File: config.mk
export PLATFORM = sky130hd
export DESIGN_NAME = pipe_stage_reg_flat
export DESIGN_NICKNAME = d
export VERILOG_FILES = /design/src/rtl/pipe_stage_if.sv /design/src/rtl/pipe_stage_reg.sv /design/src/flat_wrapper.sv
export SDC_FILE = /design/constraint.sdc
export NUM_CORES = 1
export LEC_CHECK = 0
export BUFFER_PORTS_ARGS = -buffer_cell sky130_fd_sc_hd__clkbuf_2
export CORE_MARGIN = 8
export CORE_UTILIZATION = 45
export CTS_BUF_LIST = sky130_fd_sc_hd__clkbuf_8
export DETAILED_ROUTE_END_ITERATION = 16
export PLACE_DENSITY = 0.83
export SLEW_MARGIN = 20
export SYNTH_ARGS = -nofsm -noshare
export SYNTH_HDL_FRONTEND = slang
export SYNTH_SLANG_ARGS = --single-unit
export TNS_END_PERCENT = 50
File: constraint.sdc
create_clock -name clk -period 1.01 [get_ports clk]
set_input_delay 0.1515 -clock clk [delete_from_list [all_inputs] [get_ports clk]]
set_output_delay 0.1515 -clock clk [all_outputs]
set_load 0.05 [all_outputs]
File: src/rtl/pipe_stage_if.sv
// Handshake/bus bundle for pipe_stage_reg: upstream-facing *_i fields and registered *_o copies.
// The master modport is the side that drives the stage; the slave modport is the stage itself.
interface pipe_stage_if #(
    parameter int unsigned DATA_W   = 32,
    parameter int unsigned NUM_DATA = 2,
    parameter int unsigned PC_W     = 32,
    parameter int unsigned REG_AW   = 5,
    parameter int unsigned TNEW_W   = 2
);
    logic                       stall_i;
    logic                       flush_i;
    logic                       valid_i;
    logic [31:0]                ir_i;
    logic [PC_W-1:0]            pc_i;
    logic [NUM_DATA*DATA_W-1:0] data_i;
    logic [REG_AW-1:0]          a1_i;
    logic [REG_AW-1:0]          a2_i;
    logic [REG_AW-1:0]          wa_i;
    logic [TNEW_W-1:0]          tnew_i;

    logic                       valid_o;
    logic [31:0]                ir_o;
    logic [PC_W-1:0]            pc_o;
    logic [PC_W-1:0]            pc8_o;
    logic [NUM_DATA*DATA_W-1:0] data_o;
    logic [REG_AW-1:0]          a1_o;
    logic [REG_AW-1:0]          a2_o;
    logic [REG_AW-1:0]          wa_o;
    logic [TNEW_W-1:0]          tnew_o;

    modport master (
        output stall_i, flush_i, valid_i, ir_i, pc_i, data_i, a1_i, a2_i, wa_i, tnew_i,
        input  valid_o, ir_o, pc_o, pc8_o, data_o, a1_o, a2_o, wa_o, tnew_o
    );

    modport slave (
        input  stall_i, flush_i, valid_i, ir_i, pc_i, data_i, a1_i, a2_i, wa_i, tnew_i,
        output valid_o, ir_o, pc_o, pc8_o, data_o, a1_o, a2_o, wa_o, tnew_o
    );
endinterface

File: src/rtl/pipe_stage_reg.sv
// Inter-stage pipeline register with stall/flush, valid bit and in-place Tnew countdown.
// Define PIPE_PERF_CNT_EN to add the stall/bubble performance counters.
module pipe_stage_reg #(
    parameter int unsigned DATA_W   = 32,
    parameter int unsigned NUM_DATA = 2,
    parameter int unsigned PC_W     = 32,
    parameter int unsigned REG_AW   = 5,
    parameter int unsigned TNEW_W   = 2
) (
    input  logic        clk,
    input  logic        reset,
    pipe_stage_if.slave bus
`ifdef PIPE_PERF_CNT_EN
    ,
    output logic [31:0] stall_cnt_o,
    output logic [31:0] bubble_cnt_o
`endif
);

    localparam int unsigned DataTotW = NUM_DATA * DATA_W;

    logic                valid_q, valid_d;
    logic [31:0]         ir_q, ir_d;
    logic [PC_W-1:0]     pc_q, pc_d;
    logic [PC_W-1:0]     pc8_q, pc8_d;
    logic [DataTotW-1:0] data_q, data_d;
    logic [REG_AW-1:0]   a1_q, a1_d;
    logic [REG_AW-1:0]   a2_q, a2_d;
    logic [REG_AW-1:0]   wa_q, wa_d;
    logic [TNEW_W-1:0]   tnew_q, tnew_d;

    logic do_bubble;
    logic do_hold;

    function automatic logic [TNEW_W-1:0] sat_dec(input logic [TNEW_W-1:0] t);
        return (t == '0) ? '0 : t - 1'b1;
    endfunction

    // Flush wins over stall; an unstalled invalid input is just another bubble.
    always_comb begin
        do_bubble = bus.flush_i | (~bus.stall_i & ~bus.valid_i);
        do_hold   = ~bus.flush_i & bus.stall_i;
    end

    always_comb begin
        valid_d = valid_q;
        ir_d    = ir_q;
        pc_d    = pc_q;
        pc8_d   = pc8_q;
        data_d  = data_q;
        a1_d    = a1_q;
        a2_d    = a2_q;
        wa_d    = wa_q;
        tnew_d  = tnew_q;
        if (do_bubble) begin
            valid_d = 1'b0;
            ir_d    = '0;
            pc_d    = '0;
            pc8_d   = '0;
            data_d  = '0;
            a1_d    = '0;
            a2_d    = '0;
            wa_d    = '0;
            tnew_d  = '0;
        end else if (do_hold) begin
            tnew_d = sat_dec(tnew_q);
        end else begin
            valid_d = 1'b1;
            ir_d    = bus.ir_i;
            pc_d    = bus.pc_i;
            pc8_d   = bus.pc_i + PC_W'(8);
            data_d  = bus.data_i;
            a1_d    = bus.a1_i;
            a2_d    = bus.a2_i;
            wa_d    = bus.wa_i;
            // $0 never has a pending write, so it never stalls a consumer.
            tnew_d  = (bus.wa_i == '0) ? '0 : sat_dec(bus.tnew_i);
        end
    end

    always_ff @(posedge clk or negedge reset) begin
        if (!reset) begin
            valid_q <= 1'b0;
            ir_q    <= '0;
            pc_q    <= '0;
            pc8_q   <= '0;
            data_q  <= '0;
            a1_q    <= '0;
            a2_q    <= '0;
            wa_q    <= '0;
            tnew_q  <= '0;
        end else begin
            valid_q <= valid_d;
            ir_q    <= ir_d;
            pc_q    <= pc_d;
            pc8_q   <= pc8_d;
            data_q  <= data_d;
            a1_q    <= a1_d;
            a2_q    <= a2_d;
            wa_q    <= wa_d;
            tnew_q  <= tnew_d;
        end
    end

    assign bus.valid_o = valid_q;
    assign bus.ir_o    = ir_q;
    assign bus.pc_o    = pc_q;
    assign bus.pc8_o   = pc8_q;
    assign bus.data_o  = data_q;
    assign bus.a1_o    = a1_q;
    assign bus.a2_o    = a2_q;
    assign bus.wa_o    = wa_q;
    assign bus.tnew_o  = tnew_q;

`ifdef PIPE_PERF_CNT_EN
    logic [31:0] stall_cnt_q, stall_cnt_d;
    logic [31:0] bubble_cnt_q, bubble_cnt_d;

    always_comb begin
        stall_cnt_d  = do_hold ? stall_cnt_q + 32'd1 : stall_cnt_q;
        bubble_cnt_d = do_bubble ? bubble_cnt_q + 32'd1 : bubble_cnt_q;
    end

    always_ff @(posedge clk or negedge reset) begin
        if (!reset) begin
            stall_cnt_q  <= '0;
            bubble_cnt_q <= '0;
        end else begin
            stall_cnt_q  <= stall_cnt_d;
            bubble_cnt_q <= bubble_cnt_d;
        end
    end

    assign stall_cnt_o  = stall_cnt_q;
    assign bubble_cnt_o = bubble_cnt_q;
`endif

endmodule

File: src/flat_wrapper.sv
// flat-port wrapper written by rule: the top's interface ports become plain ports
module pipe_stage_reg_flat 
#(
    parameter int unsigned DATA_W   = 32,
    parameter int unsigned NUM_DATA = 2,
    parameter int unsigned PC_W     = 32,
    parameter int unsigned REG_AW   = 5,
    parameter int unsigned TNEW_W   = 2
)
  (clk, reset, bus_stall_i, bus_flush_i, bus_valid_i, bus_ir_i, bus_pc_i, bus_data_i, bus_a1_i, bus_a2_i, bus_wa_i, bus_tnew_i, bus_valid_o, bus_ir_o, bus_pc_o, bus_pc8_o, bus_data_o, bus_a1_o, bus_a2_o, bus_wa_o, bus_tnew_o);
  pipe_stage_if #(.DATA_W(DATA_W), .NUM_DATA(NUM_DATA), .PC_W(PC_W), .REG_AW(REG_AW), .TNEW_W(TNEW_W)) bus_i ();
  input  logic clk;
  input  logic reset;
  input wire logic [$bits(bus_i.stall_i)-1:0] bus_stall_i;
  input wire logic [$bits(bus_i.flush_i)-1:0] bus_flush_i;
  input wire logic [$bits(bus_i.valid_i)-1:0] bus_valid_i;
  input wire logic [$bits(bus_i.ir_i)-1:0] bus_ir_i;
  input wire logic [$bits(bus_i.pc_i)-1:0] bus_pc_i;
  input wire logic [$bits(bus_i.data_i)-1:0] bus_data_i;
  input wire logic [$bits(bus_i.a1_i)-1:0] bus_a1_i;
  input wire logic [$bits(bus_i.a2_i)-1:0] bus_a2_i;
  input wire logic [$bits(bus_i.wa_i)-1:0] bus_wa_i;
  input wire logic [$bits(bus_i.tnew_i)-1:0] bus_tnew_i;
  output wire logic [$bits(bus_i.valid_o)-1:0] bus_valid_o;
  output wire logic [$bits(bus_i.ir_o)-1:0] bus_ir_o;
  output wire logic [$bits(bus_i.pc_o)-1:0] bus_pc_o;
  output wire logic [$bits(bus_i.pc8_o)-1:0] bus_pc8_o;
  output wire logic [$bits(bus_i.data_o)-1:0] bus_data_o;
  output wire logic [$bits(bus_i.a1_o)-1:0] bus_a1_o;
  output wire logic [$bits(bus_i.a2_o)-1:0] bus_a2_o;
  output wire logic [$bits(bus_i.wa_o)-1:0] bus_wa_o;
  output wire logic [$bits(bus_i.tnew_o)-1:0] bus_tnew_o;
  assign bus_i.stall_i = bus_stall_i;
  assign bus_i.flush_i = bus_flush_i;
  assign bus_i.valid_i = bus_valid_i;
  assign bus_i.ir_i = bus_ir_i;
  assign bus_i.pc_i = bus_pc_i;
  assign bus_i.data_i = bus_data_i;
  assign bus_i.a1_i = bus_a1_i;
  assign bus_i.a2_i = bus_a2_i;
  assign bus_i.wa_i = bus_wa_i;
  assign bus_i.tnew_i = bus_tnew_i;
  assign bus_valid_o = bus_i.valid_o;
  assign bus_ir_o = bus_i.ir_o;
  assign bus_pc_o = bus_i.pc_o;
  assign bus_pc8_o = bus_i.pc8_o;
  assign bus_data_o = bus_i.data_o;
  assign bus_a1_o = bus_i.a1_o;
  assign bus_a2_o = bus_i.a2_o;
  assign bus_wa_o = bus_i.wa_o;
  assign bus_tnew_o = bus_i.tnew_o;
  pipe_stage_reg #(.DATA_W(DATA_W), .NUM_DATA(NUM_DATA), .PC_W(PC_W), .REG_AW(REG_AW), .TNEW_W(TNEW_W)) u_core (.clk(clk), .reset(reset), .bus(bus_i));
endmodule
After elaboration in Yosys (flattened, before gate mapping)
Cells that the tools add are included. W data, S select, Z words.

Flip-flop bits (word level): 178. Bits of input ports: 150. Word-level logic and storage cells: 43.

Add/sub/neg operators: 3. Equal/unequal tests: 1. Multiplexer cells: 21. Bitwise operators: 6. Reductions and logical operators: 3.

Operator list (number): $mux W32 (6); $mux W64 (2); $add A32 B4 Y32 const B (1); $mux W5 (6); $mux W2 (5); $logic_not A5 Y1 (1); $logic_not A2 Y1 (2); $sub A2 B1 Y2 const B (2); $not A1 Y1 (3); $and A1 B1 Y1 (2); $mux W1 (2); $ne A2 B1 Y1 const B (1); $or A1 B1 Y1 (1).

Longest topological paths before layout
Gate-level depths: netlist of run 1.

Word-level depth: 5. Gate-level depth with buffers: 6.

Least setup slack after synthesis of run 1
No wires, ideal clock.

Path type: in2reg. Start point: input port bus_pc_i[5]. End point: register u_core.pc8_q[23], in the netlist u_core.bus.pc8_o[23]. Arrival: 1.615 ns. Path slack: -0.674 ns. Stages: 6. Buffers on the path: 2. Cell sequence: buf_4 nand4_1 or4_4 buf_6 or4_1 nand3_1.

Word-level cells in the longest chain between the ends: 3.

Ends and longest elaborated chain: from (decl) (line flat_wrapper.sv:18) `input wire logic [$bits(bus_i.pc_i)-1:0] bus_pc_i;`; $add A32 B4 Y32 (line pipe_stage_reg.sv:71) `pc8_d = bus.pc_i + PC_W'(8);`; $mux W32 (line pipe_stage_reg.sv:65) `end else if (do_hold) begin`; $mux W32 (line pipe_stage_reg.sv:55) `if (do_bubble) begin`; to (signal assigned) (line pipe_stage_reg.sv:96) `pc8_q <= pc8_d;`; to (decl) (line pipe_stage_reg.sv:25) `logic [PC_W-1:0] pc8_q, pc8_d;`.

Every way passes these cells. The select of a mux whose other input is x is not followed. A chain may end at the register's enable or synchronous reset.

Worst setup path after layout of run 1
Start point: input port bus_pc_i[11]. End point: register u_core.pc8_q[30], in the netlist u_core.bus.pc8_o[30].

Same word-level chain as after synthesis.

==> parameters.txt, run 1 <==
Parameter                              Value

Outcome
  Status ... finished, violations left
  Failing checks ... setup timing

Placement
  Global placer's final weighted congestion ... around 0.86
  Placed Area ... ~9500 um2
  Number of placed cells counting well taps ... 1,103
  Worst-case setup slack after placement ... -0.737 ns
  Number of port buffers ... approximately 330
  Sum of net half-perimeters after detailed placement ... roughly 17 mm

Final layout
  Fill count ... 519
  Post-layout instance count excluding filler cells ... 1,340
  Final instance area ... around 13,000 um2
  Ratio of cells with drive above 1 in the final layout ... roughly 49%
  Layout overhead on the synthesized area ... 98.1%
  Number of nets in the final layout ... 1,285

CTS
  Number of H-tree branching levels ... 4
  Sink count of the clock tree ... about 180
  CTS Root Cell ... sky130_fd_sc_hd__clkbuf_8
  Number of buffers between clock root and the deepest sink ... 2
  CTS clock-pin slew for the worst setup and hold paths ... 0.09 ns
  Number of buffers inserted during clock tree synthesis ... 17
  CTS tree ... built
  Later-pin clock latency in the skew report ... 0.46 ns

Run
  Max-cap violation count ... 0

Worst setup path
  Maximum fanout encountered on the critical timing path ... 13
  Critical path cell sequence ... clkbuf_2 > nand4_1 > or4_4 > o311ai_1 > nand3_1
  Crit-path slowest cell ... sky130_fd_sc_hd__or4_4
  Signal arrival time at the worst endpoint ... 1.75 ns
  Kind of cell adding the most delay to the critical path ... simple AND/OR/NAND/NOR gates
  Required @ worst endpoint ... 1.31 ns
  CP Class ... in -> reg
  Crit path buf inv count ... 1
  Crit. End Element ... flip-flop
  Peak per-stage delay on the critical path ... ~0.65 ns
  Worst Setup Start Kind ... input port

Global routing
  Vias in the first global route ... about 8,700
  First-pass GRT wire length ... 52.8 mm
  Grt ovf ... 0
  Overall track demand over capacity in global routing ... a little over a third
  Largest net degree at the start of global routing ... between 40 and 50
  Initial antenna violation count ... 7

Power
  Leak pwr ... between 0.006 and 0.007 uW
  Sequential power share ... 45.6%
  Comb pwr share ... between 20% and 30%
  Part of the total power dissipated in the clock network ... between 20% and 30%
  Peak supply drop ... between 0.8 and 0.9 mV
  Net Sw Power ... between 5000 and 6000 uW
  Cell Pwr Density ... ~1200 nW/um2
  Power, Total ... 16,600 uW
  Internal Power ... 11,200 uW
  Fraction of power spent switching nets ... between 30% and 40%

Logic synthesis
  Yosys warns ... 0
  Area share of the largest cell type after synthesis ... 64.3%
  Cell taking the most area after synthesis ... sky130_fd_sc_hd__dfrtp_1
  Synthesized instance count ... approximately 540
  Post-synthesis instance area ... between 6000 and 7000 um2
  Cell types occupying the most area after synthesis ... sky130_fd_sc_hd__dfrtp_1 (64%), sky130_fd_sc_hd__a22o_1 (18%), sky130_fd_sc_hd__nand2_1 (2.6%)
  Sequential element share of the synthesized area ... 64.3%
  Number of synthesized flops with an enable pin ... 0
  Number of different library cells in the post-synthesis netlist ... 37
  Syn nets ... roughly 700
  Dominant register cell in the synthesized netlist ... sky130_fd_sc_hd__dfrtp_1
  Synth async-reset ratio ... 100%
  Flip-flop and latch count after synthesis ... around 180
  Synth Area per Inst ... between 10 and 15 um2

STA
  RSZ-0062 raised after global routing ... yes
  Max Freq ... slightly below 700 MHz
  Headroom to the max-slew limit ... between 60% and 70%
  Setup violations, final ... 209
  Max Slew Vio Count ... 0
  Minimum setup slack in the final design ... -0.437 ns
  Final setup skew ... 0.0000825 ns
  Final Cycle Share ... 143%
  Final Hold Vio Count ... 0
  Worst-case hold slack ... ~0.047 ns
  Pin slew with the least headroom to its limit ... 0.461 ns
  Final period demand of the worst path ... ~1.4 ns

Detailed routing
  Post-detailed-route via-to-cell ratio ... roughly 6.3
  First DRT Iteration DRCs ... between 800 and 900
  Post-Route WL ... 39.7 mm
  Detailed-route wire length per cell ... just under 30 um
  Detailed-route via count ... 8,449
  Remaining routing DRC violations ... 0
  Final antenna-violating net count ... 0
  Number of search-and-repair iterations in the first detailed-routing pass ... 5

Floorplan
  # rows ... 45
  IO Pins ... 328
  Die outline area ... 19,300 um2
  Floorplan core area ... around 15,000 um2
  Die Wd ... 139 um
  Die H ... around 140 um
  Initial core utilization ... 45.5%

Worst hold path
  Min-Delay Path Class ... in -> reg
## power groups by stage
stage / logic, uW / registers [uW] / clock network [uW]
5_1_grt: 4220 / 7600 / 5160
3_3_place_gp: 2660 / 7550 / 0
2_1_floorplan: 509 / 8480 / 0
3_5_place_dp: 2720 / 7560 / 0
6_report: 4120 / 7590 / 4920
4_1_cts: 3600 / 7460 / 4720
## worst register-to-register path, cell delays in order, from the launching register on
cell	delay [ns]
sky130_fd_sc_hd__dfrtp_1	0.47
sky130_fd_sc_hd__buf_4	0.17
sky130_fd_sc_hd__buf_4	0.13
sky130_fd_sc_hd__a22o_1	0.25
## repair_timing
item                                    4_1_cts  5_1_grt
endpoints found under the setup margin      193      201
gates resized for setup                     362      187
buffers inserted                             39       46
hold endpoints to repair                    290        0
pin swaps                                     9        1
hold buffers                                115        0
## final cells by class
class	instances	area [um2]	area share (%)
timing repair buffer	627	6180	45.8
sequential	175	4380	32.5
multi-input combinational	312	2300	17.0
clock buffer	19	262	1.94
tap	188	235	1.74
clock inverter	12	110	0.816
antenna	6	15.0	0.111
inverter	1	3.75	0.0278
## synth_stat cells (2+ instances only)
cell type	instances
sky130_fd_sc_hd__clkbuf_1	42
sky130_fd_sc_hd__or4_1	8
sky130_fd_sc_hd__nor2_1	12
sky130_fd_sc_hd__xor2_1	8
sky130_fd_sc_hd__o21ai_0	11
sky130_fd_sc_hd__buf_4	4
sky130_fd_sc_hd__and2_1	3
sky130_fd_sc_hd__o211ai_1	8
sky130_fd_sc_hd__a31oi_1	5
sky130_fd_sc_hd__nor4_1	3
sky130_fd_sc_hd__nand3_1	20
sky130_fd_sc_hd__a211o_1	3
sky130_fd_sc_hd__nand4_1	12
sky130_fd_sc_hd__a22o_1	139
sky130_fd_sc_hd__and3_1	8
sky130_fd_sc_hd__a221o_1	4
sky130_fd_sc_hd__xnor2_1	2
sky130_fd_sc_hd__or4b_1	2
sky130_fd_sc_hd__nand2_1	48
sky130_fd_sc_hd__buf_1	2
sky130_fd_sc_hd__o311ai_0	3
sky130_fd_sc_hd__dfrtp_1	175
## cell families after synthesis
family	share of synthesized area, %
AO/OA/AOI/OAI	21.7
flip-flops	64.3
AND/OR/NAND/NOR	9.28
buffers and inverters	3.09
XOR/XNOR	1.29
multiplexers	0.147
adder cells (fa/ha/maj)	0.184
## routing by layer
layer	wire length (um)	track usage, %	up-vias
li1	-	-	3228
met1	12700	37.8	4068
met2	19500	60.8	884
met3	4420	10.4	267
met4	3070	21.9	2
met5	13	0	-
## cells in the final DEF, fill, tap and decap left out, types with 2 or more instances in the layout
cell type	count
sky130_fd_sc_hd__a211o_1	3
sky130_fd_sc_hd__a221o_1	4
sky130_fd_sc_hd__a22o_1	139
sky130_fd_sc_hd__a31oi_1	4
sky130_fd_sc_hd__and3_1	8
sky130_fd_sc_hd__and4_2	2
sky130_fd_sc_hd__buf_12	17
sky130_fd_sc_hd__buf_4	168
sky130_fd_sc_hd__buf_8	174
sky130_fd_sc_hd__clkbuf_2	147
sky130_fd_sc_hd__clkbuf_8	24
sky130_fd_sc_hd__clkinv_2	2
sky130_fd_sc_hd__clkinvlp_4	3
sky130_fd_sc_hd__dfrtp_1	174
sky130_fd_sc_hd__diode_2	6
sky130_fd_sc_hd__dlygate4sd3_1	115
sky130_fd_sc_hd__inv_1	2
sky130_fd_sc_hd__inv_6	4
sky130_fd_sc_hd__nand2_1	48
sky130_fd_sc_hd__nand3_1	18
sky130_fd_sc_hd__nand3_2	2
sky130_fd_sc_hd__nand4_1	12
sky130_fd_sc_hd__nor2_1	11
sky130_fd_sc_hd__nor4_2	3
sky130_fd_sc_hd__o211ai_1	8
sky130_fd_sc_hd__o21ai_0	9
sky130_fd_sc_hd__o21ai_1	2
sky130_fd_sc_hd__o311ai_1	2
sky130_fd_sc_hd__or4_1	6
sky130_fd_sc_hd__or4_4	3
sky130_fd_sc_hd__or4b_1	2
sky130_fd_sc_hd__xnor2_1	2
sky130_fd_sc_hd__xor2_1	8
## state kept, by name (all words and copies together) (netlist names)
register	cells
u_core.bus.pc8_o	32
u_core.bus.data_o	64
u_core.bus.wa_o	5
u_core.bus.pc_o	29
u_core.bus.a2_o	5
u_core.bus.tnew_o	2
u_core.bus.ir_o	32
u_core.bus.valid_o	1
u_core.bus.a1_o	5
## per-stage QoR
step,setup TNS [ns],util [%]
5_1_grt,-44.05,90.0
2_1_floorplan,-12.59,-
3_3_place_gp,-50.85,63.2
3_5_place_dp,-54.52,63.2
4_1_cts,-36.45,86.0
6_report,-39.75,90.0
## path summary, 6_finish.rpt
path	depth (start not counted)	endpoint	slack (ns)	start
worst max-delay path	5	u_core.bus.pc8_o[30]	-0.44	bus_pc_i[11]
worst min-delay path	3	u_core.bus.pc_o[23]	0.05	bus_pc_i[23]
worst max register to register	3	u_core.bus.ir_o[23]	-0.12	u_core.bus.ir_o[23]
worst min register to register	1	u_core.bus.data_o[46]	0.57	u_core.bus.data_o[46]
max in group asynchronous	3	u_core.bus.data_o[29]	0.36	reset
min in group asynchronous	2	u_core.bus.pc_o[6]	0.11	reset
(Power assumes the default switching activity.)
==> run 2, diff against run 1 <==
- CELL_PAD_IN_SITES_DETAIL_PLACEMENT: not set -> 1
- CELL_PAD_IN_SITES_GLOBAL_PLACEMENT: not set -> 2
- CORE_UTILIZATION: 45 -> 29
- PLACE_DENSITY: 0.83 -> 0.87
==> parameters.txt, run 2 (same netlist as run 1, synthesis figures left out) <==
Parameter                              Value

STA
  Final Hold Vio Count ... 0
  Max Freq ... about 770 MHz
  Final period demand of the worst path ... 1.30 ns
  Fin Setup TNS ... -36.71 ns
  Headroom to the max-slew limit ... between 70% and 80%
  RSZ-0062 raised after global routing ... yes
  Minimum setup slack in the final design ... -0.289 ns
  Final setup skew ... 0.000511 ns
  Max Slew Vio Count ... 0
  Final Cycle Share ... 129%
  Setup violations, final ... 196
  Pin slew with the least headroom to its limit ... 0.360 ns

Final layout
  Number of nets in the final layout ... approximately 1,300
  Ratio of cells with drive above 1 in the final layout ... between 40 and 50%
  Commonest cells after routing, fill and taps aside ... sky130_fd_sc_hd__buf_8 (176), sky130_fd_sc_hd__dfrtp_1 (173), sky130_fd_sc_hd__buf_4 (172), sky130_fd_sc_hd__clkbuf_2 (140), sky130_fd_sc_hd__a22o_1 (139)
  Layout overhead on the synthesized area ... 102%
  Commonest non-fill, non-tap cell in the layout ... sky130_fd_sc_hd__buf_8
  Fill count ... 2,424
  Final core utilization ... between 50 and 60%
  Final instance area ... 13,700 um2
  Largest register FFs ... between 60 and 70

Worst hold path
  Min-Delay Path Class ... in -> reg

Floorplan
  Die outline area ... approximately 29,000 um2
  Die Wd ... around 170 um
  # rows ... 56
  Initial core utilization ... between 20% and 30%
  Die H ... about 170 um
  IO Pins ... approximately 330
  Floorplan core area ... 23,300 um2

CTS
  Number of buffers between clock root and the deepest sink ... 2
  Sink count of the clock tree ... 175
  CTS Root Cell ... sky130_fd_sc_hd__clkbuf_8
  Later-pin clock latency in the skew report ... ~0.46 ns
  CTS clock-pin slew for the worst setup and hold paths ... around 0.11 ns
  Number of buffers inserted during clock tree synthesis ... 17
  Number of H-tree branching levels ... 4
  CTS tree ... built

Power
  Peak supply drop ... 0.776 mV
  Leak pwr ... about 0.0069 uW
  Cell Pwr Density ... between 1000 and 1500 nW/um2

Global routing
  Initial antenna violation count ... 3
  Grt ovf ... 0
  Overall track demand over capacity in global routing ... a little under a quarter
  Largest net degree at the start of global routing ... between 50 and 60
  First-pass GRT wire length ... approximately 52 mm
  Vias in the first global route ... about 8,300

Worst setup path
  CP Class ... in -> reg
  FF-to-FF setup slack ... -0.05 ns
  Required @ worst endpoint ... 1.40 ns
  Worst Setup Start Kind ... input port
  Maximum fanout encountered on the critical timing path ... 6
  Signal arrival time at the worst endpoint ... between 1.5 and 2 ns
  Crit. End Element ... flip-flop

Detailed routing
  Post-detailed-route via-to-cell ratio ... 5.11
  Final antenna-violating net count ... 0
  Total routed wire length on the met1 layer ... around 13 mm
  Post-Route WL ... around 37 mm
  Highest routed layer ... met4
  Detail Route met2 WL ... roughly 20 mm
  Detailed-route via count ... around 7,500
  Remaining routing DRC violations ... 0
  First DRT Iteration DRCs ... about 440
  Number of search-and-repair iterations in the first detailed-routing pass ... 5
  Detailed-route wire length per cell ... approximately 25 um
  Met3 routed wirelength ... 2.21 mm

Placement
  Placed Area ... 9630 um2
  Sum of net half-perimeters after detailed placement ... 20.2 mm
  Global placer's final weighted congestion ... between 0.7 and 0.8
  Number of port buffers ... approximately 330

Run
  Max-cap violation count ... 0

Outcome
  Status ... finished, violations left
  Failing checks ... setup timing
-- run 2: cell count changes in the layout (fill, tap and decap cells not counted), moves of 3 or more --
| cell | delta |
|---|---|
| sky130_fd_sc_hd__buf_12 | -3 |
| sky130_fd_sc_hd__inv_8 | +6 |
| sky130_fd_sc_hd__buf_4 | +4 |
| sky130_fd_sc_hd__diode_2 | -3 |
| sky130_fd_sc_hd__clkbuf_8 | -5 |
| sky130_fd_sc_hd__dlygate4sd3_1 | +4 |
| sky130_fd_sc_hd__buf_6 | +10 |
| sky130_fd_sc_hd__clkbuf_2 | -7 |
-- run 2: power breakdown --
group          internal (uW)  switching, uW
combinational           1890           2170
sequential              7270            294
clock                   1830           3140
total                  11000           5600
-- run 2: cell type report --
class | instances | area [um2] | share of cell area [%]
Sequential cell | 175 | 4380 | 31.9
Tap cell | 319 | 399 | 2.91
Inverter | 1 | 3.75 | 0.0273
Timing Repair Buffer | 634 | 6260 | 45.6
Antenna cell | 3 | 7.51 | 0.0547
Clock buffer | 17 | 234 | 1.70
Multi-Input combinational cell | 313 | 2300 | 16.8
Clock inverter | 15 | 141 | 1.03
-- run 2: worst paths after layout --
path	from	cells past startpoint	endpoint
min in group asynchronous	reset	2	u_core.bus.pc8_o[15]
hold reg to reg	u_core.bus.pc8_o[7]	2	u_core.bus.pc8_o[7]
setup reg to reg	u_core.bus.a1_o[2]	3	u_core.bus.a1_o[2]
max in group asynchronous	reset	3	u_core.bus.data_o[7]
setup / recovery	bus_pc_i[5]	6	u_core.bus.pc8_o[23]
hold / removal	bus_pc_i[8]	3	u_core.bus.pc_o[8]
-- run 2: layer usage --
layer  global-route usage [%]  up-vias
li1                         -     3248
met1                     25.3     3863
met2                     43.5      331
met3                     5.37      104
met4                     12.0        0
met5                        0        -
-- run 2: worst max-delay path: stages --
cell and delay, ns:
sky130_fd_sc_hd__buf_6 0.07, sky130_fd_sc_hd__nand4_1 0.14, sky130_fd_sc_hd__buf_4 0.19, sky130_fd_sc_hd__or4_4 0.59
sky130_fd_sc_hd__or4_1 0.43, sky130_fd_sc_hd__nand3_1 0.12
-- run 2: what timing repair did --
| item | CTS | global route |
|---|---|---|
| endpoints found under the setup margin | 191 | 196 |
| setup buffers | 40 | 44 |
| endpoints found under the hold margin | 293 | 0 |
| cloned | 0 | 1 |
| pin swaps | 6 | 11 |
| hold buffers | 119 | 0 |
| resized for setup | 360 | 198 |
-- run 2: metrics by stage --
| step | power, uW | instances | hold WS, ns | setup WS [ns] |
|---|---|---|---|---|
| detailed placement | 10300 | 1238 | -0.00332 | -0.768 |
| finish | 16600 | 1477 | 0.0326 | -0.289 |
| global placement | 10300 | 1238 | -0.00567 | -0.736 |
| CTS | 16100 | 1429 | 0.000449 | -0.263 |
| floorplan | 8980 | 537 | -0.144 | -0.600 |
| global route | 17100 | 1477 | 0.0228 | -0.286 |
